===== src/rtl/edf_ic_pkg.sv =====
// Shared definitions for the EDF interrupt controller: register map,
// CTRL bit layout, trigger mode and the per-channel configuration record.
package edf_ic_pkg;

    // Register index within a channel (cfg_addr_i[0])
    localparam logic REG_CTRL   = 1'b0;
    localparam logic REG_OFFSET = 1'b1;

    // CTRL bit positions
    localparam int CTRL_EN_BIT   = 0;
    localparam int CTRL_MODE_BIT = 1;
    localparam int CTRL_IP_BIT   = 2;
    localparam int CTRL_BUSY_BIT = 3;

    typedef enum logic {
        MODE_LEVEL = 1'b0,
        MODE_EDGE  = 1'b1
    } trig_mode_e;

    // Offset is held in a full 32-bit field; bits at and above OffWidth stay zero.
    typedef struct packed {
        logic       en;
        trig_mode_e mode;
        logic [31:0] offset;
    } channel_cfg_t;

    // Assemble the CTRL read word from configuration and live status.
    function automatic logic [31:0] ctrl_word(input channel_cfg_t cfg,
                                              input logic ip,
                                              input logic busy);
        logic [31:0] w;
        w                = '0;
        w[CTRL_EN_BIT]   = cfg.en;
        w[CTRL_MODE_BIT] = cfg.mode;
        w[CTRL_IP_BIT]   = ip;
        w[CTRL_BUSY_BIT] = busy;
        return w;
    endfunction

endpackage


===== src/rtl/edf_gw_chan.sv =====
// One interrupt gateway channel: request detection, timestamp capture,
// pending/in-service tracking and the absolute deadline of its request.
module edf_gw_chan
    import edf_ic_pkg::*;
#(
    parameter int TsWidth  = 64,
    parameter int OffWidth = 32
) (
    input  logic               clk_i,
    input  logic               rst_ni,
    input  logic               irq,
    input  logic [TsWidth-1:0] mtime,
    input  logic               claim,
    input  logic               complete,
    input  logic               ctrl_we,
    input  logic               off_we,
    input  logic [31:0]        wdata,
    output logic [TsWidth-1:0] dl,
    output logic               ip,
    output logic               busy,
    output channel_cfg_t       cfg
);

    localparam logic [31:0] OffMask =
        (OffWidth >= 32) ? 32'hFFFF_FFFF : ((32'd1 << OffWidth) - 32'd1);

    logic               prev_irq;
    logic [TsWidth-1:0] timestamp;
    logic               req;
    logic               acc_raw;
    logic               claim_hit;
    logic               accept;

    // Request qualification; a claim also lands on a request arriving in the
    // same cycle, which leaves the channel busy and drops that request.
    always_comb begin
        req       = (cfg.mode == MODE_EDGE) ? (irq & ~prev_irq) : irq;
        acc_raw   = req & cfg.en & ~ip & ~busy;
        claim_hit = claim & (ip | acc_raw);
        accept    = acc_raw & ~claim_hit & ~complete;
    end

    // Previous line level for edge detection, tracked independent of EN.
    always_ff @(posedge clk_i or negedge rst_ni) begin
        if (!rst_ni) prev_irq <= 1'b0;
        else         prev_irq <= irq;
    end

    // Configuration registers written through the config bus.
    always_ff @(posedge clk_i or negedge rst_ni) begin
        if (!rst_ni) begin
            cfg <= '0;
        end else begin
            if (ctrl_we) begin
                cfg.en   <= wdata[CTRL_EN_BIT];
                cfg.mode <= trig_mode_e'(wdata[CTRL_MODE_BIT]);
            end
            if (off_we) cfg.offset <= wdata & OffMask;
        end
    end

    // Pending / in-service state; later assignments take priority
    // (claim over accept, complete over claim, disable over everything).
    always_ff @(posedge clk_i or negedge rst_ni) begin
        if (!rst_ni) begin
            ip        <= 1'b0;
            busy      <= 1'b0;
            timestamp <= '0;
        end else begin
            if (accept) begin
                ip        <= 1'b1;
                timestamp <= mtime;
            end
            if (claim_hit) begin
                ip   <= 1'b0;
                busy <= 1'b1;
            end
            if (complete) busy <= 1'b0;
            if (ctrl_we && !wdata[CTRL_EN_BIT]) ip <= 1'b0;
        end
    end

    // Absolute deadline, modulo 2^TsWidth; an offset rewrite retargets it at once.
    assign dl = timestamp + TsWidth'(cfg.offset);

endmodule


===== src/rtl/edf_gateway_array.sv =====
// Multi-channel EDF interrupt gateway: channel array, config bus decode,
// registered read port and registered earliest-deadline arbiter.
module edf_gateway_array
    import edf_ic_pkg::*;
#(
    parameter int NumIrq   = 8,
    parameter int TsWidth  = 64,
    parameter int OffWidth = 32,
    parameter int IdWidth  = (NumIrq > 1) ? $clog2(NumIrq) : 1
) (
    input  logic               clk_i,
    input  logic               rst_ni,
    input  logic [63:0]        mtime_i,
    input  logic [NumIrq-1:0]  irq_i,
    input  logic               claim_i,
    input  logic [IdWidth-1:0] claim_id_i,
    input  logic               complete_i,
    input  logic [IdWidth-1:0] complete_id_i,
    input  logic               cfg_req_i,
    input  logic               cfg_we_i,
    input  logic [IdWidth:0]   cfg_addr_i,
    input  logic [31:0]        cfg_wdata_i,
    output logic [31:0]        cfg_rdata_o,
    output logic               irq_o,
    output logic [IdWidth-1:0] irq_id_o,
    output logic [TsWidth-1:0] irq_dl_o,
    output logic [NumIrq-1:0]  ip_o
);

    logic [IdWidth-1:0] cfg_ch;
    logic               cfg_reg;
    logic               cfg_ch_ok;
    logic [31:0]        rd_word;

    logic [NumIrq-1:0]  ctrl_we;
    logic [NumIrq-1:0]  off_we;
    logic [NumIrq-1:0]  claim_sel;
    logic [NumIrq-1:0]  complete_sel;
    logic [NumIrq-1:0]  ip_w;
    logic [NumIrq-1:0]  busy_w;
    logic [TsWidth-1:0] dl_w  [NumIrq];
    channel_cfg_t       cfg_w [NumIrq];

    logic               win_vld;
    logic [IdWidth-1:0] win_id;
    logic [TsWidth-1:0] win_dl;

    assign cfg_ch    = cfg_addr_i[IdWidth:1];
    assign cfg_reg   = cfg_addr_i[0];
    assign cfg_ch_ok = ({{(32-IdWidth){1'b0}}, cfg_ch} < 32'(NumIrq));

    for (genvar gi = 0; gi < NumIrq; gi++) begin : g_chan
        logic wr_sel;
        assign wr_sel           = cfg_req_i & cfg_we_i & cfg_ch_ok & (cfg_ch == IdWidth'(gi));
        assign ctrl_we[gi]      = wr_sel & (cfg_reg == REG_CTRL);
        assign off_we[gi]       = wr_sel & (cfg_reg == REG_OFFSET);
        assign claim_sel[gi]    = claim_i & (claim_id_i == IdWidth'(gi));
        assign complete_sel[gi] = complete_i & (complete_id_i == IdWidth'(gi));

        edf_gw_chan #(
            .TsWidth  (TsWidth),
            .OffWidth (OffWidth)
        ) u_chan (
            .clk_i    (clk_i),
            .rst_ni   (rst_ni),
            .irq      (irq_i[gi]),
            .mtime    (mtime_i[TsWidth-1:0]),
            .claim    (claim_sel[gi]),
            .complete (complete_sel[gi]),
            .ctrl_we  (ctrl_we[gi]),
            .off_we   (off_we[gi]),
            .wdata    (cfg_wdata_i),
            .dl       (dl_w[gi]),
            .ip       (ip_w[gi]),
            .busy     (busy_w[gi]),
            .cfg      (cfg_w[gi])
        );
    end

    // Read mux over the addressed channel; unmapped channels read as zero.
    always_comb begin
        rd_word = '0;
        for (int i = 0; i < NumIrq; i++) begin
            if (cfg_ch_ok && (cfg_ch == IdWidth'(i))) begin
                rd_word = (cfg_reg == REG_CTRL) ? ctrl_word(cfg_w[i], ip_w[i], busy_w[i])
                                                : cfg_w[i].offset;
            end
        end
    end

    // Registered read data, held between requests.
    always_ff @(posedge clk_i or negedge rst_ni) begin
        if (!rst_ni)        cfg_rdata_o <= '0;
        else if (cfg_req_i) cfg_rdata_o <= rd_word;
    end

    // Earliest-deadline search over pending channels; strict compare keeps
    // the lowest index on ties.
    always_comb begin
        win_vld = 1'b0;
        win_id  = '0;
        win_dl  = '0;
        for (int i = 0; i < NumIrq; i++) begin
            if (ip_w[i] && (!win_vld || (dl_w[i] < win_dl))) begin
                win_vld = 1'b1;
                win_id  = IdWidth'(i);
                win_dl  = dl_w[i];
            end
        end
    end

    // Arbiter result and pending vector registered together for the core.
    always_ff @(posedge clk_i or negedge rst_ni) begin
        if (!rst_ni) begin
            irq_o    <= 1'b0;
            irq_id_o <= '0;
            irq_dl_o <= '0;
            ip_o     <= '0;
        end else begin
            irq_o    <= win_vld;
            irq_id_o <= win_id;
            irq_dl_o <= win_dl;
            ip_o     <= ip_w;
        end
    end

endmodule


===== config.mk =====
export PLATFORM = sky130hd
export DESIGN_NAME = edf_gateway_array
export DESIGN_NICKNAME = d
export VERILOG_FILES = /design/src/rtl/edf_ic_pkg.sv /design/src/rtl/edf_gw_chan.sv /design/src/rtl/edf_gateway_array.sv
export SDC_FILE = /design/constraint.sdc
export NUM_CORES = 2
export LEC_CHECK = 0
export ABC_AREA = 1
export CAP_MARGIN = 20
export CORE_MARGIN = 2
export CORE_UTILIZATION = 63
export DETAILED_ROUTE_END_ITERATION = 10
export GPL_TIMING_DRIVEN = 0
export PLACE_DENSITY = 0.9
export SYNTH_ARGS = -nofsm -noshare
export SYNTH_HDL_FRONTEND = slang
export SYNTH_SLANG_ARGS = --single-unit

===== constraint.sdc =====
create_clock -name clk_i -period 27.3 [get_ports clk_i]
set_clock_uncertainty 0.05 [all_clocks]
set_input_delay 8.19 -clock clk_i [delete_from_list [all_inputs] [get_ports clk_i]]
set_output_delay 8.19 -clock clk_i [all_outputs]
set_load 0.02 [all_outputs]

## Yosys cells after proc, flatten, opt, wreduce, memory -nomap -nowiden

Cells that the tools add are included.

- Add/subtract/negate cells: 8
- $lt $le $gt $ge: 7
- Eq/ne operators: 21
- Muxes and demuxes: 87
- Bitwise gates (word level): 146
- Reduce and logical (&&, ||, !) cells: 49

Operator list:

| kind | number |
|---|---|
| $add A64 B32 Y64 | 8 |
| $mux W32 | 16 |
| $mux W64 | 8 |
| $lt A64 B64 Y1 | 7 |
| $and A1 B1 Y1 | 97 |
| $mux W1 | 57 |
| $not A1 Y1 | 41 |
| $eq A3 B3 Y1 const B | 12 |
| $reduce_bool A3 Y1 | 8 |
| $eq A3 B2 Y1 const B | 6 |
| $reduce_bool A2 Y1 | 8 |
| $logic_and A1 B1 Y1 | 15 |
| $mux W3 | 4 |
| $eq A3 B1 Y1 const B | 3 |
| $logic_not A3 Y1 | 3 |
| $logic_not A1 Y1 | 8 |
| $or A1 B1 Y1 | 8 |
| $logic_or A1 B1 Y1 | 7 |
| $mux W2 | 2 |

- Flip-flop bits (word level): 916
- Input bits: 120
- Output and inout port bits: 108
- Word-level logic and storage cells: 379

## Longest topological paths before layout

- Word-level depth: 30
- Gate-level depth with buffers: 202

## Cells and area by module

A second synthesis with hierarchy kept.

- Cells, all modules: 12,285
- Area total of the unflattened synthesis: 82,056.2 um2

By module, submodules not included:

| module | times used | cells an instance | area an instance (um2) | sequential area each (um2) |
|---|---|---|---|---|
| edf_gw_chan at g_chan[0].u_chan ... | 4 | 1,144 | 7,738.7 | 2,527.4 |
| edf_gateway_array | 1 | 3,145 | 20,134.3 | 2,702.6 |
| edf_gw_chan at g_chan[6].u_chan ... | 2 | 1,141 | 7,776.2 | 2,527.4 |
| edf_gw_chan at g_chan[5].u_chan | 1 | 1,139 | 7,722.4 | 2,527.4 |
| edf_gw_chan at g_chan[4].u_chan | 1 | 1,143 | 7,692.4 | 2,527.4 |

## Least setup slack after synthesis

No wires, ideal clock.

- Path kind: reg-to-reg
- Start point: register g_chan[0].u_chan.cfg[0] (netlist name)
- End point: register irq_dl_o[45]
- Library setup time: 117 ps
- Arrival: 19,098 ps
- Data required time: 27,133 ps
- Path slack: 8,035 ps
- Stages on the path, launching flop included: 160
- Buffers on the path: 17
- Clock period less this slack: 19,265 ps
- Path through: dfrtp_1 > ha_1 > inv_1 > fa_1 > nor2_1 > inv_1 > o21ai_1 > inv_2 > o21ai_1 > inv_1 > nor2_1 > nor2_1 > o21bai_1 > nand2_1 > nand2_1 > a21oi_1 > or2_1 > nand2_1 > [... 124 more ...] > nand2_1 > o21ai_0 > inv_1 > ha_1 > a21oi_1 > nor2_1 > a211oi_1 > o221ai_1 > nand2_1 > o2111ai_1 > a31oi_1 > nand2_1 > nand2_2 > nand2_2 > buf_6 > buf_6 > nand2_1 > nand2_1

- Longest elaborated chain between the ends: 30

RTL lines:

| what | RTL line | text |
|---|---|---|
| start: declaration | edf_gw_chan.sv:21 | `output channel_cfg_t cfg` |
| $add A64 B32 Y64 * | edf_gw_chan.sv:84 | `assign dl = timestamp + TsWidth'(cfg.offset);` |
| $mux W64 * | edf_gateway_array.sv:104 | `if (ip_w[i] && (!win_vld \|\| (dl_w[i] < win_dl))) begin` |
| $lt A64 B64 Y1 | edf_gateway_array.sv:104 |  |
| $logic_or A1 B1 Y1 | edf_gateway_array.sv:104 |  |
| $logic_and A1 B1 Y1 | edf_gateway_array.sv:104 |  |
| $mux W64 or $mux W1 (tied branches) | edf_gateway_array.sv:104 |  |
| $lt A64 B64 Y1 or $logic_not A1 Y1 (tied branches) | edf_gateway_array.sv:104 |  |
| $logic_or A1 B1 Y1 | edf_gateway_array.sv:104 |  |
| [... 15 more ...] | n/a |  |
| $logic_or A1 B1 Y1 | edf_gateway_array.sv:104 |  |
| $logic_and A1 B1 Y1 | edf_gateway_array.sv:104 |  |
| $mux W64 or $mux W1 (tied branches) | edf_gateway_array.sv:104 |  |
| $lt A64 B64 Y1 or $logic_not A1 Y1 (tied branches) | edf_gateway_array.sv:104 |  |
| $logic_or A1 B1 Y1 | edf_gateway_array.sv:104 |  |
| $logic_and A1 B1 Y1 | edf_gateway_array.sv:104 |  |
| $mux W64 * | edf_gateway_array.sv:104 |  |
| net win_dl[45] | edf_gateway_array.sv:46 | `logic [TsWidth-1:0] win_dl;` |
| end signal: assignment | edf_gateway_array.sv:122 | `irq_dl_o <= win_dl;` |
| end: declaration | edf_gateway_array.sv:26 | `output logic [TsWidth-1:0] irq_dl_o,` |

The timed path passes the listed nets; every way through them passes the cells marked *.
A chain may end at the register's enable or synchronous reset.

## Worst setup path after layout

- Start point: register g_chan[0].u_chan.cfg[0] (netlist name)
- End point: register irq_dl_o[41]

The elaborated chain is that of the path after synthesis.

==> results.toml <==
[outcome]
run_status = "finished clean"

[routing]
num_vias = 64000
wl_met1_um = 91000
wl_per_cell_um = 23.0
drtIter0Drc = 7891
drtPass1Iterations = 8
wl_met2_um = 102000
postRouteAntennaNets = 0
drc = 0
wl_um = 237000
highest_layer = "met5"
drt-vias-per-instance = 6.22
route.met3.wl_um = 23400

[logic_synthesis]
ys_top_cells_by_count = "nand2_1 (2136), o21ai_0 (1311), dfrtp_1 (916)"
yosysMostFrequentCell = "nand2_1"
yosysWarnings = 0
synth-xor-area-share_pct = 5.55
syn-cell-area_mm2 = 0.0644
synthAdderAreaFrac_pct = 13.8
synth_cells = 8496
synth-async-reset-ratio_pct = 100
synth_edf_count = 0
synthMuxAreaShare_pct = 0.0155
ys_ff_latch = 916
postSynthAreaPerCell_um2 = 7.58
synth_top_area_share_pct = 35.6
synth-compound-area-share_pct = 18.4
synthTopCellsByArea = "dfrtp_1 (36%), ha_1 (14%), nand2_1 (12%)"
syn_nets = 9321
synth_top_area_cell = "dfrtp_1"
synth-main-ff-cell = "dfrtp_1"
synth-simple-area-share_pct = 20.1
synth_cell_types = 66
synth_top_family_by_area = "simple AND/OR/NAND/NOR gates"
ys_seq_area_share_pct = 35.6

[final_layout]
drive_gt1_share_pct = 3.84
stdcell_area_mm2 = 0.0726
nets = 9662
largest_register_ff_count = 512
num-fill-cells = 8348
areaGrowthSynthToFinish_pct = 12.6

[sta]
relSlewSlack_pct = 25.2
fin_crit_ns = 26.31
max_freq_mhz = 38.0
setup_viol = 0
worst_slew_pin_slew_ns = 1.12
rsz0062_at_grt = "no"
hold_viol_final = 0
slew_violations = 0
period_share_pct = 96.4

[clocking]
clk_latency_ns = 0.73
hold_buffers = 0
clk_pin_slew_ns = 0.06
cts.repair.resized = 21
cts_setup_buffers = 0
numCtsBuffers = 105
cts_buffer_depth = 3
cts.root.buffer_cell = "clkbuf_16"
cts_tree = "yes"
cts_num_sinks = 916
cts_max_level = 3

[die]
ios = 228
core_mm2 = 0.102
die_h_um = 324
start_util_pct = 63.4
die_x_um = 324
rows = 117
die_area_mm2 = 0.105

[setup_path]
path_class = "flop to flop"
slowest_stage = "clkbuf_1"
cp_top_family = "simple AND/OR/NAND/NOR gates"
end_kind = "flop"
critPathLaunchType = "flop"
crit_required_ns = 27.84
slowest_delay_ns = 0.64
cp_num_buf_inv = 27
arrival_ns = 26.86
crit_top_cell = "nand2_1"
cp_max_fo = 10

[grt]
grt_pass1_vias = 60700
grt_pass1_wl_um = 354000
grt-ovfl-total = 0
track_usage_pct = 44.7
grt_max_degree = 124
antenna_found_initial = 1

[place]
gp_congestion = 1.01
portBuffers = 226
placed_area_mm2 = 0.0686
place_hpwl_um = 189000

[flow_run]
max_cap_viol_count = 0

[min_path]
hold_path_class = "flop to flop"
==> cell families after synthesis <==
group | Yosys count
AO/OA/AOI/OAI | 2215
XOR/XNOR | 408
flip-flops | 916
buffers and inverters | 1110
AND/OR/NAND/NOR | 3141
adder cells (fa/ha/maj) | 705
multiplexers | 1
==> cell type report <==
type / instances / area (um2) / area share, %
Clock inverter: 49 / 719 / 0.991
Clock buffer: 143 / 2980 / 4.11
Timing Repair Buffer: 234 / 2470 / 3.40
Inverter: 788 / 2960 / 4.08
Sequential cell: 916 / 22900 / 31.6
Tap cell: 1368 / 1710 / 2.36
Antenna cell: 2 / 5.00 / 0.00690
Multi-Input combinational cell: 6470 / 37400 / 51.5
Buffer: 322 / 1390 / 1.92
==> path summary, 6_finish.rpt <==
kind	start	end	slack (ns)	cells past startpoint
max in group asynchronous	rst_ni	g_chan[0].u_chan.timestamp[18]$_DFFE_PN0P_	17.51	4
hold / removal	g_chan[0].u_chan.ip$_DFFE_PN0P_	ip_o[0]$_DFF_PN0_	0.39	0
hold reg to reg	g_chan[0].u_chan.ip$_DFFE_PN0P_	ip_o[0]$_DFF_PN0_	0.39	0
setup reg to reg	g_chan[0].u_chan.cfg[0]$_DFFE_PN0P_	irq_dl_o[41]$_DFF_PN0_	0.99	159
setup / recovery	g_chan[0].u_chan.cfg[0]$_DFFE_PN0P_	irq_dl_o[41]$_DFF_PN0_	0.99	159
min in group asynchronous	rst_ni	irq_dl_o[57]$_DFF_PN0_	7.52	1
==> stage by stage <==
stage / utilization, % / cells / TNS [ns] / hold WS (ns) / setup WS, ns
6_report: 71.4 / 10300 / 0 / 0.394 / 0.987
5_1_grt: 71.4 / 10300 / 0 / 0.401 / 0.0432
4_1_cts: 71.2 / 10300 / 0 / 0.392 / 0.168
3_5_place_dp: 67.6 / 10100 / -107.50 / 0.376 / -1.68
3_3_place_gp: 67.3 / 10100 / - / 0.373 / -22.62
2_1_floorplan: - / 8496 / 0 / 0.302 / 8.04
==> layout by cell type, fill, tap and decap left out, types with 28 or more instances in the layout <==
| master | count |
|---|---|
| o21ai_1 | 78 |
| o21ai_0 | 1293 |
| a22o_1 | 28 |
| inv_1 | 773 |
| dfrtp_1 | 916 |
| xnor2_1 | 110 |
| nor3_1 | 119 |
| xor2_1 | 298 |
| a21oi_1 | 575 |
| nand4_1 | 91 |
| clkdlybuf4s50_1 | 225 |
| o21bai_1 | 35 |
| nor2_1 | 379 |
| nand2_1 | 2134 |
| clkbuf_16 | 108 |
| ha_1 | 697 |
| nor4_1 | 53 |
| a211oi_1 | 40 |
| nand3_1 | 274 |
| clkbuf_1 | 256 |
==> worst reg2reg max path: cells and delay by family, from the launching register on <==
family / cells / cell delay [ns]
fa+ha+maj: 9 / 3.12
simple gates: 86 / 10.32
flops: 1 / 0.41
buf+inv: 27 / 5.72
compound gates: 37 / 6.56
==> routing by layer <==
layer / up-vias / GRT usage, %
met5: - / 0
met3: 863 / 8.26
li1: 29400 / -
met2: 3634 / 68.5
met4: 2 / 31.0
met1: 30100 / 57.3
Power is left out: the tool's default activity adds up to more than one toggle a clock period on the data nets, which glitch-free logic cannot reach.
